**config.mk**
```make
export PLATFORM = sky130hd
export DESIGN_NAME = cmd_queue_writer
export DESIGN_NICKNAME = d
export VERILOG_FILES = /design/src/rtl/cmd_queue_writer_pkg.sv /design/src/rtl/cmd_queue_writer_hold.sv /design/src/rtl/cmd_queue_writer.sv
export SDC_FILE = /design/constraint.sdc
export NUM_CORES = 1
export LEC_CHECK = 0
export ABC_AREA = 1
export CAP_MARGIN = 10
export CORE_MARGIN = 2
export CORE_UTILIZATION = 48
export DETAILED_ROUTE_END_ITERATION = 10
export PLACE_DENSITY = 0.91
export SLEW_MARGIN = 30
export SYNTH_ARGS = -nofsm -noshare
export SYNTH_HDL_FRONTEND = slang
export SYNTH_SLANG_ARGS = --single-unit
```
**constraint.sdc**
```tcl
create_clock -name i_clk -period 2.7 [get_ports i_clk]
set_input_delay 0.54 -clock i_clk [delete_from_list [all_inputs] [get_ports i_clk]]
set_output_delay 0.54 -clock i_clk [all_outputs]
set_load 0.01 [all_outputs]
```
**src/rtl/cmd_queue_writer_pkg.sv**
```systemverilog
// Shared types and constants for the command queue writer.
// Defines the command word layout and the session state encoding.
package cmd_queue_writer_pkg;

  localparam int unsigned CMD_OP_W       = 4;
  localparam int unsigned CMD_ARG_W      = 12;
  localparam int unsigned CMD_SIZE       = CMD_OP_W + CMD_ARG_W;
  // Command FIFO depth in entries; one entry per four command bits.
  localparam int unsigned CMD_FIFO_DEPTH = CMD_SIZE / 4;

  typedef struct packed {
    logic [CMD_OP_W-1:0]  op;
    logic [CMD_ARG_W-1:0] arg;
  } cmd_t;

  typedef enum logic [1:0] {
    ST_IDLE  = 2'd0,
    ST_LOAD  = 2'd1,
    ST_DRAIN = 2'd2,
    ST_DONE  = 2'd3
  } state_e;

endpackage

```
**src/rtl/cmd_queue_writer_hold.sv**
```systemverilog
// Single-entry holding register between the host handshake and the FIFO write port.
// A load in the same cycle as an unload replaces the contents, so there is no bubble.
module cmd_queue_writer_hold
  import cmd_queue_writer_pkg::*;
(
  input  logic i_clk,
  input  logic i_rst,
  input  logic i_load,
  input  logic i_unload,
  input  cmd_t i_data,
  input  logic i_last,
  output logic o_valid,
  output cmd_t o_data,
  output logic o_last
);

  logic valid_q, valid_d;
  cmd_t data_q, data_d;
  logic last_q, last_d;

  always_comb begin
    valid_d = valid_q;
    data_d  = data_q;
    last_d  = last_q;
    if (i_load) begin
      valid_d = 1'b1;
      data_d  = i_data;
      last_d  = i_last;
    end else if (i_unload) begin
      valid_d = 1'b0;
    end
  end

  always_ff @(posedge i_clk) begin
    if (i_rst) begin
      valid_q <= 1'b0;
      data_q  <= '0;
      last_q  <= 1'b0;
    end else begin
      valid_q <= valid_d;
      data_q  <= data_d;
      last_q  <= last_d;
    end
  end

  assign o_valid = valid_q;
  assign o_data  = data_q;
  assign o_last  = last_q;

endmodule

```
**src/rtl/cmd_queue_writer.sv**
```systemverilog
// Loads a session of host commands into the processor-array command FIFO,
// then waits for the FIFO to drain and the array to finish before signalling done.
module cmd_queue_writer
  import cmd_queue_writer_pkg::*;
#(
  parameter int unsigned DEPTH = CMD_FIFO_DEPTH,
  parameter int unsigned CNT_W = 16
) (
  input  logic                       i_clk,
  input  logic                       i_rst,
  input  logic                       i_start,
  input  logic                       i_cmd_valid,
  output logic                       o_cmd_ready,
  input  cmd_t                       i_cmd,
  input  logic                       i_cmd_last,
  input  logic [$clog2(DEPTH):0]     i_fifo_count,
  input  logic                       i_fifo_empty,
  output logic                       o_fifo_write,
  output cmd_t                       o_fifo_data,
  input  logic                       i_finished_task,
  output logic                       o_busy,
  output logic                       o_done,
  output logic [CNT_W-1:0]           o_pushed
);

  localparam int unsigned FCNT_W = $clog2(DEPTH) + 1;

  state_e           state_q, state_d;
  logic [CNT_W-1:0] pushed_q, pushed_d;

  logic hold_valid;
  cmd_t hold_data;
  logic hold_last;

  logic fifo_has_room;
  logic fifo_wr;
  logic cmd_ready;
  logic cmd_accept;

  // Write/accept decisions are combinational so the holding register streams at full rate.
  always_comb begin
    fifo_has_room = (i_fifo_count < FCNT_W'(DEPTH));
    fifo_wr       = hold_valid & fifo_has_room;
    cmd_ready     = (state_q == ST_LOAD) & (~hold_valid | (fifo_wr & ~hold_last));
    cmd_accept    = i_cmd_valid & cmd_ready;
  end

  cmd_queue_writer_hold u_hold (
    .i_clk    (i_clk),
    .i_rst    (i_rst),
    .i_load   (cmd_accept),
    .i_unload (fifo_wr),
    .i_data   (i_cmd),
    .i_last   (i_cmd_last),
    .o_valid  (hold_valid),
    .o_data   (hold_data),
    .o_last   (hold_last)
  );

  always_comb begin
    state_d = state_q;
    unique case (state_q)
      ST_IDLE:  if (i_start) state_d = ST_LOAD;
      ST_LOAD:  if (fifo_wr && hold_last) state_d = ST_DRAIN;
      ST_DRAIN: if (i_fifo_empty && i_finished_task) state_d = ST_DONE;
      ST_DONE:  state_d = ST_IDLE;
      default:  state_d = ST_IDLE;
    endcase
  end

  // Pushed counter saturates rather than wrapping; cleared only when a new session starts.
  always_comb begin
    pushed_d = pushed_q;
    if ((state_q == ST_IDLE) && i_start) begin
      pushed_d = '0;
    end else if (fifo_wr && (pushed_q != {CNT_W{1'b1}})) begin
      pushed_d = pushed_q + CNT_W'(1);
    end
  end

  always_ff @(posedge i_clk) begin
    if (i_rst) begin
      state_q  <= ST_IDLE;
      pushed_q <= '0;
    end else begin
      state_q  <= state_d;
      pushed_q <= pushed_d;
    end
  end

  assign o_cmd_ready  = cmd_ready;
  assign o_fifo_write = fifo_wr;
  assign o_fifo_data  = hold_data;
  assign o_busy       = (state_q != ST_IDLE);
  assign o_done       = (state_q == ST_DONE);
  assign o_pushed     = pushed_q;

endmodule
```
After elaboration in Yosys (flattened, before gate mapping)

Cells that the tools add are included.

Register bits after elaboration: 36

$add $sub $neg: 1
Order comparisons: 1
Equal/unequal tests: 7
Multiplexer cells: 6
Bitwise gates (word level): 7
Reductions and logical operators: 9

Operators by type and width:

| cell                    | number |
|---|---|
| $add A16 B1 Y16 const B | 1 |
| $ne A16 B16 Y1 const B  | 1 |
| $pmux W2 S4             | 1 |
| $mux W2                 | 3 |
| $and A1 B1 Y1           | 4 |
| $eq A2 B2 Y1 const B    | 2 |
| $logic_and A1 B1 Y1     | 4 |
| $ne A2 B2 Y1 const B    | 2 |
| $reduce_bool A2 Y1      | 2 |
| $lt A3 B3 Y1 const B    | 1 |
| $reduce_and A3 Y1       | 1 |
| $eq A2 B1 Y1 const B    | 1 |
| $logic_not A2 Y1        | 1 |
| $mux W1                 | 2 |
| $ne A2 B1 Y1 const B    | 1 |
| $not A1 Y1              | 2 |
| $reduce_or A2 Y1        | 1 |
| $or A1 B1 Y1            | 1 |

Longest topological paths before layout

Gate-level depths: netlist of run 1.

Word-level depth: 7
Gate-level depth with buffers: 9

Cells and area by module

Synthesis of run 1 repeated with hierarchy kept, for this count alone.

Cells, all modules: 266
Area total of the unflattened synthesis: 1836.8 um^2

Modules (own cells, without submodules):

| module                | times used | cells each | area an instance (um^2) | seq. area each (um^2) |
|---|---|---|---|---|
| cmd_queue_writer      | 1          | 188        | 1178.6                  | 360.3 |
| cmd_queue_writer_hold | 1          | 78         | 658.1                   | 360.3 |

Least setup slack after synthesis of run 1

No wires, ideal clock.

Path type: input to register
Start: input port i_fifo_count[2]
End: register u_hold.data_q, in the netlist u_hold.o_data[10]
Setup time: 0.116 ns
Arrival time: 1.337 ns
Data required time: 2.584 ns
Setup slack: 1.247 ns
Stages: 7
Buffers on the path: 1
Path through: nand2_1 > inv_2 > nor3_4 > nand2_2 > clkbuf_2 > o21ai_0 > nor2_1

Word-level cells in the longest chain between the ends: 6

Ends and longest elaborated chain:

| what                 | line                        | source |
|---|---|---|
| start, declared      | cmd_queue_writer.sv:16      | `input logic [$clog2(DEPTH):0] i_fifo_count,` |
| $lt A3 B3 Y1         | cmd_queue_writer.sv:42      | `fifo_has_room = (i_fifo_count < FCNT_W'(DEPTH));` |
| $and A1 B1 Y1        | cmd_queue_writer.sv:43      | `fifo_wr = hold_valid & fifo_has_room;` |
| $and A1 B1 Y1        | cmd_queue_writer.sv:44      | `cmd_ready = (state_q == ST_LOAD) & (~hold_valid \| (fifo_wr & ~hold_last));` |
| $or A1 B1 Y1         | cmd_queue_writer.sv:44      |  |
| $and A1 B1 Y1        | cmd_queue_writer.sv:44      |  |
| net o_cmd_ready      | cmd_queue_writer.sv:13      | `output logic o_cmd_ready,` |
| $and A1 B1 Y1        | cmd_queue_writer.sv:45      | `cmd_accept = i_cmd_valid & cmd_ready;` |
| end signal, assigned | cmd_queue_writer_hold.sv:41 | `data_q <= data_d;` |
| end, declared        | cmd_queue_writer_hold.sv:18 | `cmd_t data_q, data_d;` |

The timed path passes the listed nets, and every way through them passes these cells.
A chain may end at the register's enable or synchronous reset.

Final worst setup path of run 1

Start: input port i_fifo_count[2]
End: output port o_fifo_write

Word-level cells in the longest chain between the ends: 2

Ends and longest elaborated chain:

| what          | line                   | source |
|---|---|---|
| $lt A3 B3 Y1  | cmd_queue_writer.sv:42 |  |
| $and A1 B1 Y1 | cmd_queue_writer.sv:43 |  |
| end, declared | cmd_queue_writer.sv:18 | `output logic o_fifo_write,` |

No other way between the ends.

==> results of run 1 <==
==> power by group through the flow <==
| stage | registers, mW | clock network [mW] | logic (mW) |
|---|---|---|---|
| 3_3_place_gp | 0.661 | 0 | 0.516 |
| 4_1_cts | 0.653 | 0.404 | 0.531 |
| 5_1_grt | 0.662 | 0.427 | 0.598 |
| 3_5_place_dp | 0.665 | 0 | 0.528 |
| 6_report | 0.652 | 0.392 | 0.523 |
| 2_1_floorplan | 0.683 | 0 | 0.281 |
==> sequential cells by signal (all words and copies together), names as in the netlist <==
register and cells:
u_hold.o_last 1, u_hold.o_valid 1, o_pushed 16, u_hold.o_data 16, state_q 2
==> Yosys cell counts <==
cell type,number
nor3_1,2
nor3_4,1
a21oi_2,1
buf_6,1
dfxtp_1,36
clkinv_1,1
a21oi_1,15
nand3b_1,5
nand4_1,3
nand2_2,5
ha_1,6
clkbuf_2,1
o21ai_1,3
clkinv_2,1
inv_1,23
nand2_4,1
nor2_2,3
xor2_1,1
nand3_2,2
nor2_4,2
nand2_1,51
nand3_1,10
clkbuf_1,2
nor2_1,61
inv_2,2
o21ai_0,22
==> worst max-delay path by stage <==
stage / start / to / depth (start not counted)
2_1_floorplan: i_fifo_count[2] / u_hold.o_data[10] / 7
3_3_place_gp: i_fifo_count[2] / o_cmd_ready / 5
3_5_place_dp: i_fifo_count[2] / o_fifo_write / 5
4_1_cts: i_fifo_count[2] / o_fifo_write / 5
5_1_grt: i_fifo_count[2] / o_fifo_write / 5
6_report: i_fifo_count[2] / o_fifo_write / 5
==> stage by stage <==
stage	cell area, µm²	utilization, %	instances
detailed placement	2420	66.7	364
finish	2520	69.2	372
global placement	2420	66.7	364
CTS	2520	69.2	372
floorplan	1800	-	261
global route	2520	69.2	372
==> cell families after synthesis <==
group	synth area share [%]
buffers and inverters	7.03
XOR/XNOR	0.488
AO/OA/AOI/OAI	11.6
adder cells (fa/ha/maj)	4.18
AND/OR/NAND/NOR	36.6
flip-flops	40.1
==> cells in the final DEF, fill, tap and decap left out, types with 6 or more instances in the layout <==
cell type | Yosys | final
nand3_1 | 10 | 10
clkbuf_8 | 0 | 6
nor2_1 | 61 | 61
dfxtp_1 | 36 | 36
o21ai_0 | 22 | 22
a21oi_1 | 15 | 15
nand2_1 | 51 | 51
inv_1 | 23 | 23
ha_1 | 6 | 6
clkdlybuf4s50_1 | 0 | 59
==> layout make-up <==
type                       count  area [µm²]
fill                         335        1120
multi-input combinational    194         950
sequential                    36         721
timing repair buffer          59         591
inverter                      27         103
clock buffer                   6        82.6
tap                           48        60.1
clock inverter                 2        10.0
==> critical path: stages <==
cell and delay [ns]:
clkdlybuf4s50_1 0.44, inv_1 0.08, nand2_1 0.14, inv_2 0.13, clkdlybuf4s50_1 0.54
==> layer usage <==
layer	vias to the layer above	share of wire [%]	routed length (µm)
met2	53	50	1980
met5	-	0	0
met4	0	0.96	38
met3	3	7.4	292
met1	803	42	1660
li1	955	-	-
==> flow_metrics.py, run 1 <==
metrics = {
    "cts": {
        "cts_setup_buffers": 0,
        "post_cts_resized": 0,
        "hold_buffers": 0,
        "cts_root_buf": "clkbuf_8",
        "tritoncts": "yes",
        "cts_made_buffers": 5,
        "ctsLongestPathBuffers": 2,
        "path_clk_slew_ns": 0.07,
        "clock_latency_ns": 0.28,
        "clkSinkCount": 36,
        "htree_levels": 2,
    },
    "die": {
        "die_y_um": 65.2,
        "num_rows": 22,
        "die_x_um": 65.2,
        "ioPinCount": 62,
        "dieArea_mm2": 0.00425,
        "coreArea_mm2": 0.00363,
        "start_util_pct": 49.4,
    },
    "global_routing": {
        "grt_pass1_vias": 1731,
        "grt_antenna_before_repair": 0,
        "grt.total_usage_pct": 21.1,
        "grt.busiest_layer": "met2",
        "grt_pass1_wl_um": 7100,
        "grt_util_met2_pct": 38.4,
        "grt_overflow": 0,
        "grtUsageMet3_pct": 6.51,
        "grt_max_degree": 21,
        "grt_use_met1_pct": 23.1,
    },
    "yosys": {
        "netlist_area_mm2": 0.00180,
        "ys_ff_latch": 36,
        "synth.distinct_cells": 26,
        "yosysTopAreaCell": "dfxtp_1",
        "avgSynthCellArea_um2": 6.88,
        "synth_seq_area_share_pct": 40.1,
        "yosysTopAreaCellShare_pct": 40.1,
        "synth_area_leaders": "dfxtp_1, nor2_1, nand2_1, o21ai_0, inv_1",
        "ys_warn_count": 0,
        "synthCells": 261,
        "syn_nets": 293,
    },
    "timing": {
        "final_hold_viol_count": 0,
        "rsz0062_at_grt": "false",
        "holdWs_ns": 0.485,
        "period_share_pct": 89.4,
        "finClkSkew_ns": 0.00397,
        "max_slew_margin_pct": 70.1,
        "fin_ws_ns": 0.286,
        "maxSlewViolCount": 0,
        "worst-slew-pin-transition_ns": 0.449,
        "fmax_mhz": 414,
        "final.min_clock_period_ns": 2.41,
        "fin_tns_setup_ns": 0,
        "finalSetupViolCount": 0,
    },
    "power": {
        "seq_power_share_pct": 41.6,
        "powerDensity_mw_per_mm2": 623,
        "power_mw": 1.57,
        "power.internal_mw": 1.07,
        "clkPwrFrac_pct": 25.0,
        "p_leak_nw": 0.965,
        "swShare_pct": 31.8,
        "p_switching_uw": 499,
        "ir_drop_uv": 452,
        "p_comb_share_pct": 33.4,
    },
    "place": {
        "globalplace.congestion": 0.902,
        "dp_hpwl_um": 3040,
        "place_ws_ns": 0.280,
        "io_buffers": 59,
    },
    "cells_and_area": {
        "drive_gt1_share_pct": 8.02,
        "synthToLayoutAreaGrowth_pct": 40.0,
        "n_antenna_cell": 0,
        "nets": 355,
    },
    "worst_setup_path": {
        "endpoint_kind": "output pin",
        "critical_path_required_ns": 2.16,
        "r2r.worst_path.cells": 8,
        "r2r-end": "u_hold.o_valid",
        "r2r-start": "state_q[1]",
        "worst-setup-path-type": "in2out",
        "rrSetupSlack_ns": 0.99,
        "arrival_ns": 1.87,
        "cp-start-kind": "primary input",
        "path_max_fanout": 5,
    },
    "drt": {
        "vias_per_cell": 4.88,
        "vias": 1814,
        "ant_nets": 0,
        "drtIter0Drc": 94,
        "drc_errors": 0,
        "routed_wl_um": 3970,
        "wl_per_cell_um": 10.7,
        "drtPass1Iterations": 4,
    },
    "outcome": {
        "status": "finished, final reports clean",
    },
    "min_path": {
        "holdCritStartpoint": "u_hold.o_data[13]",
        "worstHoldPathType": "reg2reg",
        "hold_path_end": "u_hold.o_data[13]",
        "min_path_cells": 2,
    },
    "job": {
        "cap_violations": 0,
    },
}
(Power assumes the default switching activity.)
==> run 2, diff against run 1 <==
SETUP_SLACK_MARGIN = 0.3   (was default)
==> run 2 against run 1 <==
  * Non-clock buffer count stayed put
  * Highest routed layer unchanged
  * Setup slack better by 0.26 ns
  * Final cell count stayed put
  * Critical endpoint is now o_busy
==> flow_metrics.py, run 2 (synthesized netlist as in run 1, its figures left out) <==
metrics = {
    "worst_setup_path": {
        "cp-start-kind": "register",
        "critical_path_required_ns": 2.16,
        "worst_path_most_repeated_cell": "inv_1",
        "critPathSlowestCell": "clkdlybuf4s50_1",
        "worst-setup-path-type": "reg2out",
        "r2r-start": "state_q[1]",
        "path_max_fanout": 4,
        "endpoint_kind": "output pin",
        "arrival_ns": 1.61,
        "path_cells": "inv_1 > ha_1 > inv_1 > clkdlybuf4s50_1",
        "r2r-end": "u_hold.o_valid",
        "r2r.worst_path.cells": 8,
        "cpPeakStageDelay_ns": 0.54,
        "rrSetupSlack_ns": 0.99,
    },
    "cts": {
        "cts_made_buffers": 5,
        "cts_root_buf": "clkbuf_8",
        "ctsLongestPathBuffers": 2,
        "clkSinkCount": 36,
        "hold_buffers": 0,
        "htree_levels": 2,
        "path_clk_slew_ns": 0.07,
        "clock_latency_ns": 0.28,
        "tritoncts": "yes",
    },
    "timing": {
        "fin_ws_ns": 0.547,
        "finalSetupViolCount": 0,
        "finClkSkew_ns": 0.00383,
        "period_share_pct": 79.7,
        "max_slew_margin_pct": 70.1,
        "final_hold_viol_count": 0,
        "rsz0062_at_grt": "false",
        "fmax_mhz": 464,
        "fin_tns_setup_ns": 0,
        "final.min_clock_period_ns": 2.15,
        "worst-slew-pin-transition_ns": 0.448,
        "maxSlewViolCount": 0,
        "holdWs_ns": 0.485,
    },
    "drt": {
        "vias": 1822,
        "drc_errors": 0,
        "ant_nets": 0,
        "routedLengthMet1_um": 1660,
        "routed_wl_um": 3970,
        "drtPass1Iterations": 4,
        "wl_met3_um": 298,
        "wl_per_cell_um": 10.7,
        "dr.max_layer_used": "met4",
        "vias_per_cell": 4.90,
        "dr_wl_met2_um": 1980,
        "drtIter0Drc": 94,
    },
    "global_routing": {
        "grt_pass1_vias": 1731,
        "grt.total_usage_pct": 21.1,
        "grt_max_degree": 21,
        "grt_antenna_before_repair": 0,
        "grt_pass1_wl_um": 7100,
        "grt_overflow": 0,
    },
    "power": {
        "ir_drop_uv": 452,
        "p_comb_share_pct": 33.1,
        "seq_power_share_pct": 41.7,
        "clkPwrFrac_pct": 25.1,
        "powerDensity_mw_per_mm2": 620,
        "p_switching_uw": 499,
        "p_leak_nw": 0.987,
        "power.internal_mw": 1.06,
        "swShare_pct": 32.0,
    },
    "die": {
        "num_rows": 22,
        "dieArea_mm2": 0.00425,
        "die_x_um": 65.2,
        "start_util_pct": 49.4,
        "die_y_um": 65.2,
        "ioPinCount": 62,
        "coreArea_mm2": 0.00363,
    },
    "cells_and_area": {
        "n_antenna_cell": 0,
        "final_common_cell": "nor2_1",
        "drive_gt1_share_pct": 8.33,
        "nets": 355,
        "finish.utilization_pct": 69.4,
        "final_area_mm2": 0.00252,
        "fillers": 334,
        "final_cell_mix": "nor2_1, clkdlybuf4s50_1, nand2_1, dfxtp_1, inv_1",
        "synthToLayoutAreaGrowth_pct": 40.3,
    },
    "min_path": {
        "holdCritStartpoint": "u_hold.o_data[13]",
        "worstHoldPathType": "reg2reg",
        "hold_path_end": "u_hold.o_data[13]",
        "min_path_cells": 2,
    },
    "place": {
        "place_ws_ns": 0.280,
        "globalplace.congestion": 0.902,
        "io_buffers": 59,
        "dp_hpwl_um": 3040,
        "placed_cell_area_mm2": 0.00242,
    },
    "outcome": {
        "status": "finished, final reports clean",
    },
    "job": {
        "cap_violations": 0,
    },
}
run 2: cell types whose count changed in the layout (fill, tap and decap cells not counted):
| cell | previous run | this run |
|---|---|---|
| nand2_1 | 51 | 50 |
| dlygate4sd2_1 | 0 | 1 |
| dlymetal6s2s_1 | 0 | 1 |
| nand2_2 | 5 | 6 |
| clkdlybuf4s50_1 | 59 | 57 |
run 2: power groups by stage:
stage	clock [mW]	combinational, mW	sequential, mW
floorplan	0	0.281	0.683
global placement	0	0.516	0.661
detailed placement	0	0.528	0.665
CTS	0.404	0.526	0.654
global route	0.427	0.592	0.663
finish	0.392	0.518	0.652
run 2: worst max path at each step:
stage	from	end	slack (ns)	cells past startpoint
2_1_floorplan	i_fifo_count[2]	u_hold.o_data[10]	1.25	7
3_3_place_gp	i_fifo_count[2]	o_cmd_ready	0.29	5
3_5_place_dp	i_fifo_count[2]	o_fifo_write	0.28	5
4_1_cts	i_fifo_count[2]	o_fifo_write	0.34	5
5_1_grt	state_q[0]	o_busy	0.48	4
6_report	state_q[0]	o_busy	0.55	4
run 2: layout make-up:
type	instances	area (µm²)	area share (%)
sequential	36	721	28.6
timing repair buffer	59	592	23.5
inverter	27	103	4.07
clock buffer	6	82.6	3.28
tap	48	60.1	2.38
multi-input combinational	194	952	37.8
clock inverter	2	10.0	0.397
run 2: worst max-delay path, delay by kind of cell (launching register included):
| kind | cells | cell delay [ns] |
|---|---|---|
| adder cells (fa/ha/maj) | 1 | 0.22 |
| buffers and inverters | 3 | 0.71 |
| flip-flops | 1 | 0.39 |
run 2: routing by layer:
layer  vias up  GRT usage [%]
li1        955              -
met1       807           23.1
met2        57           38.4
met3         3           6.51
met4         0           6.77
met5         -              0
run 2: repair_timing:
action                                  CTS  global route
endpoints found under the setup margin    2             1
gates resized for setup                   2             1
buffers inserted                          0             0
endpoints found under the hold margin     0             0
run 2: metrics by stage:
step / power, mW / cells
2_1_floorplan: 0.964 / 261
3_3_place_gp: 1.18 / 364
3_5_place_dp: 1.19 / 364
4_1_cts: 1.58 / 372
5_1_grt: 1.68 / 372
6_report: 1.56 / 372
==> run 3, diff against run 2 <==
CORE_UTILIZATION = 41   (was 48)
PLACE_DENSITY = 0.83   (was 0.91)
clock period = 1.9 ns   (was 2.7 ns; I/O delays follow)
==> run 3 against run 2 <==
  * Final area grew 6.6%
  * Global-route usage fell by 2.5 points
  * Final cell count is 4.3% higher
  * Clock-buffer cell count decreased by 1
  * Non-clock buffer count increased by 12
  * Power increased by 60%
  * Critical path depth rose by 1
  * Via count rose by 4.4%
  * Die area is 16% higher
  * Setup slack lost 0.26 ns
  * Critical path type unchanged
  * Critical endpoint is now o_cmd_ready
  * Highest routed layer unchanged
==> flow_metrics.py, run 3 (synthesized netlist as in run 1, its figures left out) <==
metrics = {
    "cts": {
        "hold_buffers": 0,
        "ctsLongestPathBuffers": 2,
        "clkSinkCount": 36,
        "clock_latency_ns": 0.29,
        "cts_made_buffers": 5,
        "tritoncts": "yes",
        "htree_levels": 2,
        "path_clk_slew_ns": 0.07,
        "cts_root_buf": "clkbuf_8",
    },
    "outcome": {
        "status": "finished, final reports clean",
    },
    "timing": {
        "fmax_mhz": 619,
        "final.min_clock_period_ns": 1.62,
        "finalSetupViolCount": 0,
        "finClkSkew_ns": 0.00521,
        "fin_ws_ns": 0.285,
        "rsz0062_at_grt": "true",
        "final_hold_viol_count": 0,
        "worst-slew-pin-transition_ns": 0.472,
        "maxSlewViolCount": 0,
        "period_share_pct": 85.0,
        "max_slew_margin_pct": 68.5,
    },
    "global_routing": {
        "grt.total_usage_pct": 18.6,
        "grt_overflow": 0,
        "grt_max_degree": 21,
        "grt_pass1_vias": 1786,
        "grt_pass1_wl_um": 7400,
        "grt_antenna_before_repair": 0,
    },
    "cells_and_area": {
        "n_antenna_cell": 0,
        "final_cell_mix": "nor2_1, nand2_1, clkdlybuf4s50_1, dfxtp_1, o21ai_0",
        "nets": 367,
        "synthToLayoutAreaGrowth_pct": 49.5,
        "finish.utilization_pct": 62.6,
        "drive_gt1_share_pct": 18.5,
        "final_common_cell": "nor2_1",
        "fin_cells": 388,
        "fillers": 407,
    },
    "drt": {
        "drtPass1Iterations": 4,
        "drtIter0Drc": 71,
        "drc_errors": 0,
        "vias": 1903,
        "wl_per_cell_um": 11.5,
        "ant_nets": 0,
        "routed_wl_um": 4450,
        "vias_per_cell": 4.90,
    },
    "worst_setup_path": {
        "endpoint_kind": "output pin",
        "critical_path_required_ns": 1.52,
        "cpPeakStageDelay_ns": 0.35,
        "path_cells": "inv_4 > ha_4 > inv_2 > nor3_4 > buf_2",
        "cp-start-kind": "register",
        "critPathSlowestCell": "dfxtp_2",
        "arrival_ns": 1.24,
        "path_max_fanout": 3,
        "worst-setup-path-type": "reg2out",
        "r2r-start": "state_q[1]",
        "cp-startpoint": "state_q[1]",
    },
    "die": {
        "die_x_um": 70.2,
        "coreArea_mm2": 0.00429,
        "ioPinCount": 62,
        "num_rows": 24,
        "dieArea_mm2": 0.00493,
        "die_y_um": 70.2,
        "start_util_pct": 41.8,
    },
    "place": {
        "dp_cells": 376,
        "dp_hpwl_um": 3350,
        "place_ws_ns": -0.177,
        "globalplace.congestion": 0.844,
        "io_buffers": 59,
    },
    "job": {
        "cap_violations": 0,
    },
    "power": {
        "power.internal_mw": 1.71,
        "powerDensity_mw_per_mm2": 928,
        "p_switching_uw": 780,
        "clkPwrFrac_pct": 26.8,
        "p_leak_nw": 1.25,
        "p_comb_share_pct": 35.6,
        "swShare_pct": 31.3,
        "seq_power_share_pct": 37.6,
        "ir_drop_uv": 621,
    },
    "min_path": {
        "worstHoldPathType": "reg2reg",
        "holdCritStartpoint": "u_hold.o_data[12]",
    },
}
run 3: changes by cell type in the layout (fill, tap and decap cells not counted), sizes merged:
cell	previous run	this run
clkdlybuf4s50	57	34
buf	0	14
dlygate4sd2	1	13
dlymetal6s2s	1	9
bufinv	0	1
clkbuf	6	5
clkdlybuf4s15	0	1
clkinv	4	3
clkinvlp	0	1
run 3: what timing repair did:
item / in CTS / in global routing
pin swaps: 1 / 2
gates resized for setup: 39 / 19
setup buffers: 0 / 4
endpoints found under the hold margin: 0 / 0
endpoints found under the setup margin: 22 / 22
run 3: metal layers:
layer  vias to the layer above  global-route usage, %  wire length [µm]
met2                        62                   33.4              2200
met3                         9                   7.94               376
met5                         -                      0                 0
li1                        974                      -                 -
met1                       858                   19.5              1790
met4                         0                   5.56                76
run 3: power groups by stage:
stage | Sequential, mW | Clock [mW] | Combinational (mW)
3_3_place_gp | 0.939 | 0 | 0.810
6_report | 0.938 | 0.668 | 0.889
5_1_grt | 0.949 | 0.727 | 0.998
2_1_floorplan | 0.971 | 0 | 0.399
3_5_place_dp | 0.944 | 0 | 0.827
4_1_cts | 0.930 | 0.692 | 0.807
run 3: area by class of cell:
cell class / instances / area (µm²) / area share (%)
clock buffer: 5 / 68.8 / 2.56
inverter: 27 / 105 / 3.91
tap: 52 / 65.1 / 2.42
clock inverter: 3 / 42.5 / 1.58
sequential: 36 / 742 / 27.6
multi-input combinational: 194 / 972 / 36.2
timing repair buffer: 71 / 691 / 25.7
run 3: critical path: cells and delay by family (launching register included):
| kind | cells | cell delay [ns] |
|---|---|---|
| fa+ha+maj | 1 | 0.12 |
| buf+inv | 3 | 0.27 |
| flops | 1 | 0.35 |
| simple gates | 1 | 0.20 |
run 3: per-stage QoR:
| stage | setup TNS, ns | cell area, µm² | power (mW) | hold WS (ns) |
|---|---|---|---|---|
| floorplan | 0 | 1800 | 1.37 | 0.454 |
| global placement | -0.288 | 2500 | 1.75 | 0.459 |
| detailed placement | -0.267 | 2500 | 1.77 | 0.470 |
| CTS | 0 | 2610 | 2.43 | 0.485 |
| global route | 0 | 2690 | 2.67 | 0.511 |
| finish | 0 | 2690 | 2.49 | 0.479 |
run 3: final timing paths:
path	to	slack [ns]	depth (start not counted)
worst max-delay path	o_cmd_ready	0.28	5
worst max register to register	u_hold.o_data[5]	0.37	9
worst min-delay path	u_hold.o_data[12]	0.48	2
worst min register to register	u_hold.o_data[12]	0.48	2
==> variant 1: new RTL, config.mk and constraints of run 1 <==
The package constant `CMD_ARG_W` goes from 12 to 10.
--- a/src/rtl/cmd_queue_writer_pkg.sv
+++ b/src/rtl/cmd_queue_writer_pkg.sv
@@ -5,3 +5,3 @@
   localparam int unsigned CMD_OP_W       = 4;
-  localparam int unsigned CMD_ARG_W      = 12;
+  localparam int unsigned CMD_ARG_W      = 10;
   localparam int unsigned CMD_SIZE       = CMD_OP_W + CMD_ARG_W;
Interface: changed (resized i_cmd and o_fifo_data); port bits go from 62 to 58. No check against the original RTL was run, so the function may have changed too.
==> variant 1 against run 1 <==
  * Clock skew fell by 0.0012 ns
  * Synthesized cell count fell by 5.0%
  * Clock power fell by 9.9%
  * Hold slack got worse by 0.017 ns
  * Non-clock buffer count rose by 2
  * Sequential cell count fell by 2
  * Final cell count fell by 4.8%
  * Setup slack got worse by 0.13 ns
  * Global-route usage rose by 0.90 points
  * Total power fell by 14%
  * Cell area fell by 3.6%
  * Routed wire length rose by 1.4%
  * Sequential share of layout area fell by 0.59 points
  * Synthesized area fell by 3.2%
==> variant 1: results (changes against run 1) <==
metric	value	unit	change
ys_ff_latch	34		was 36
crit_fanout	3		was 5
port_buffers	57		was 59
ir_drop	0.366	mV	was 0.452 mV
p_switching	421	uW	was 499 uW
r2r_slack	0.88	ns	was 0.99 ns
cts_root_buf	clkbuf_4		was clkbuf_8
post-place-ws	0.174	ns	was 0.280 ns
yosys.cell_types.count	27		was 26
dp_cells	346		was 364
yosys-top-cells-count	nand2_1, dfxtp_1, nor2_1, a21oi_1, nand3_1		was nor2_1, nand2_1, dfxtp_1, inv_1, o21ai_0
num_vias	1782		was 1,814
worstPathArrival	2.00	ns	was 1.87 ns
tightest_slew	0.582	ns	was 0.449 ns
skew	0.00282	ns	was 0.00397 ns
grt_pass1_wl	7070	microns	was 7100 microns
status	complete, no violations		unchanged
grt_max_degree	18		was 21
holdWs	0.467	ns	was 0.485 ns
syn_to_final_growth	39.5	%	was 40.0%
postSynthAreaPerCell	7.01	sq um	was 6.88 sq um
min_from	u_hold.o_data[7]		was u_hold.o_data[13]
postPlaceCellArea	0.00235	sq mm	was 0.00242 sq mm
grt_pass1_vias	1697		was 1,731
routed_wl	4020	microns	was 3970 microns
grt_use_total	22.0	%	was 21.1%
place_congestion	0.855		was 0.902
drtIter0Drc	80		was 94
synth_fp_nets	278		was 293
cts.reportedPaths.clkPinSlew	0.10	ns	was 0.07 ns
-- variant 1: cell count changes after synthesis, sizes merged, moves of 3 or more --
| cell | change |
|---|---|
| inv | -11 |
| nand2 | +23 |
| o21ai | -18 |
| nand3b | -3 |
| nand3 | +10 |
| nor2 | -37 |
| a21oi | +14 |
| xnor2 | +3 |
| buf | +5 |
-- variant 1: path summary, 6_finish.rpt --
path / to / depth (start not counted)
hold reg to reg: u_hold.o_data[7] / 2
setup / recovery: o_cmd_ready / 5
setup reg to reg: u_hold.o_last / 6
hold / removal: u_hold.o_data[7] / 2
-- variant 1: timing repair --
action                                  CTS  global route
resized for setup                         0             1
setup buffers                             0             0
endpoints found under the setup margin    0             1
-- variant 1: power groups by stage --
stage | combinational (mW) | sequential, mW | clock [mW]
4_1_cts | 0.414 | 0.577 | 0.360
6_report | 0.411 | 0.578 | 0.353
3_3_place_gp | 0.400 | 0.587 | 0
2_1_floorplan | 0.230 | 0.598 | 0
5_1_grt | 0.466 | 0.584 | 0.384
3_5_place_dp | 0.412 | 0.589 | 0
-- variant 1: cell type report --
cell class	instances	area share [%]
multi-input cells	191	39.4
flip-flops and latches	34	28.1
repair buffers	61	24.8
clock buffers	8	3.25
well taps	46	2.37
inverters	14	2.17
-- variant 1: critical path, cell delays in order --
cell and delay (ns):
clkdlybuf4s50_1 0.41, nand3b_1 0.18, nand2_1 0.12, and2_1 0.19
clkdlybuf4s50_1 0.57
-- variant 1: logic make-up after synthesis --
kind of cell | share of synthesized area, %
and+or+nand+nor | 34.6
AOI/OAI and AO/OA | 13.0
DFF | 39.1
buffers and inverters | 5.90
xor gates and xnor gates | 3.02
adders and majority gates | 4.32
-- variant 1: routing by layer --
metal / track usage, % / part of all wire [%] / routed length, microns / vias to the layer above
met2: 38.4 / 48 / 1920 / 63
li1: - / - / - / 915
met5: 0 / 0 / 0 / -
met4: 11.7 / 2.6 / 106 / 0
met3: 9.86 / 8.0 / 321 / 9
met1: 21.6 / 42 / 1680 / 795
==> variant 2: new RTL, settings of run 1 <==
Without the edit above. Reset style: asynchronous (`i_rst`), changed in 2 clocked blocks.
--- a/src/rtl/cmd_queue_writer_hold.sv
+++ b/src/rtl/cmd_queue_writer_hold.sv
@@ -33,3 +33,3 @@
 
-  always_ff @(posedge i_clk) begin
+  always_ff @(posedge i_clk or posedge i_rst) begin
     if (i_rst) begin
--- a/src/rtl/cmd_queue_writer.sv
+++ b/src/rtl/cmd_queue_writer.sv
@@ -80,3 +80,3 @@
 
-  always_ff @(posedge i_clk) begin
+  always_ff @(posedge i_clk or posedge i_rst) begin
     if (i_rst) begin
Formal check against the unedited RTL: differs if i_rst is asserted again (counterexample within 4 cycles, from zero or initial values and one cycle with i_rst high); with i_rst held inactive, the same outputs for 10 cycles.
==> variant 2 against run 1 <==
  * Fmax increased by 0.21%
  * Critical endpoint is now o_cmd_ready
  * Setup slack improved by 0.0052 ns
  * Routed wire length increased by 17%
  * Total power increased by 41%
  * Cell area increased by 7.2%
  * Largest cell class unchanged
  * Sequential power increased by 26%
  * Sequential cell count unchanged
  * Synthesized area increased by 8.8%
==> variant 2: results (changes against run 1) <==
metric	value	unit	change
synth_flop_cell	dfrtp_1		was dfxtp_1
post-place-ws	0.281	ns	was 0.280 ns
multi_input_area	918	sq um	was 950 sq um
status	complete, no violations		unchanged
fillers	338		was 335
postPlaceCellArea	0.00260	sq mm	was 0.00242 sq mm
nonClkBufAreaFrac	23.0	%	was 23.5%
yosys.cell_types.count	23		was 26
dp_cells	368		was 364
min_to	u_hold.o_data[15]		was u_hold.o_data[13]
cpPeakStageDelay	0.56	ns	was 0.54 ns
routed_wl	4650	microns	was 3970 microns
r2r-start	o_pushed[0]		was state_q[1]
holdWs	0.478	ns	was 0.485 ns
num-nonclk-inverters	26		was 27
drtIter0Drc	138		was 94
layout_commonest_cell	nand2_1		was nor2_1
grt_use_total	22.6	%	was 21.1%
min_from	u_hold.o_data[15]		was u_hold.o_data[13]
reg2reg_to	o_pushed[13]		was u_hold.o_valid
crit_fanout	2		was 5
ys_async_sr_fraction	100	%	was 0%
dr_wl_met2	2340	microns	was 1980 microns
final_net_count	356		was 355
clock_buffer_count	7		was 6
grt_pass1_wl	7800	microns	was 7100 microns
synthAdderAreaFrac	3.20	%	was 4.18%
crit_end	o_cmd_ready		was o_fifo_write
dp_hpwl	3380	microns	was 3040 microns
clock_tree_area_fraction	3.57	%	was 3.68%
via_per_inst	5.10		was 4.88
reg2reg_depth	9		was 8
leakage	1.31	nW	was 0.965 nW
tightest_slew	0.577	ns	was 0.449 ns
ys_seq_area_share	46.1	%	was 40.1%
yosys-top-cells-count	nand2_1, dfrtp_1, nand3_1, inv_1, nor2_1		was nor2_1, nand2_1, dfxtp_1, inv_1, o21ai_0
skew	0.00905	ns	was 0.00397 ns
r2r_slack	0.82	ns	was 0.99 ns
period_share	89.2	%	was 89.4%
drive_gt1_share	7.69	%	was 8.02%
grt_max_degree	37		was 21
[variant 2: cell count changes in the layout (fill, tap and decap cells not counted), sizes merged, moves of 2 or more]
| cell | delta |
|---|---|
| dfrtp | +36 |
| nor3 | -3 |
| nand4 | +2 |
| o21ai | -14 |
| nor2 | -40 |
| nand3 | +21 |
| nand3b | -4 |
| clkinv | -4 |
| nand2 | +46 |
| a21oi | -11 |
| buf | +4 |
| dfxtp | -36 |
[variant 2: routing by layer]
layer / global-route usage [%] / vias up
met4: 8.00 / 0
met5: 0 / -
met3: 6.09 / 12
met2: 38.1 / 58
li1: - / 947
met1: 27.9 / 896
[variant 2: power breakdown]
group          internal, mW  switching (mW)
Sequential            0.703           0.119
Clock                 0.227           0.189
Combinational         0.459           0.512
[variant 2: worst register-to-register path, stage by stage (launching register included)]
cell and delay, ns:
dfrtp_1 0.42, ha_1 0.25, nand2_1 0.15, nor2_4 0.07, nand2_2 0.09, nor2_2 0.05
nor2_2 0.45, nor2_4 0.15, nand2_1 0.09, nand2_1 0.05
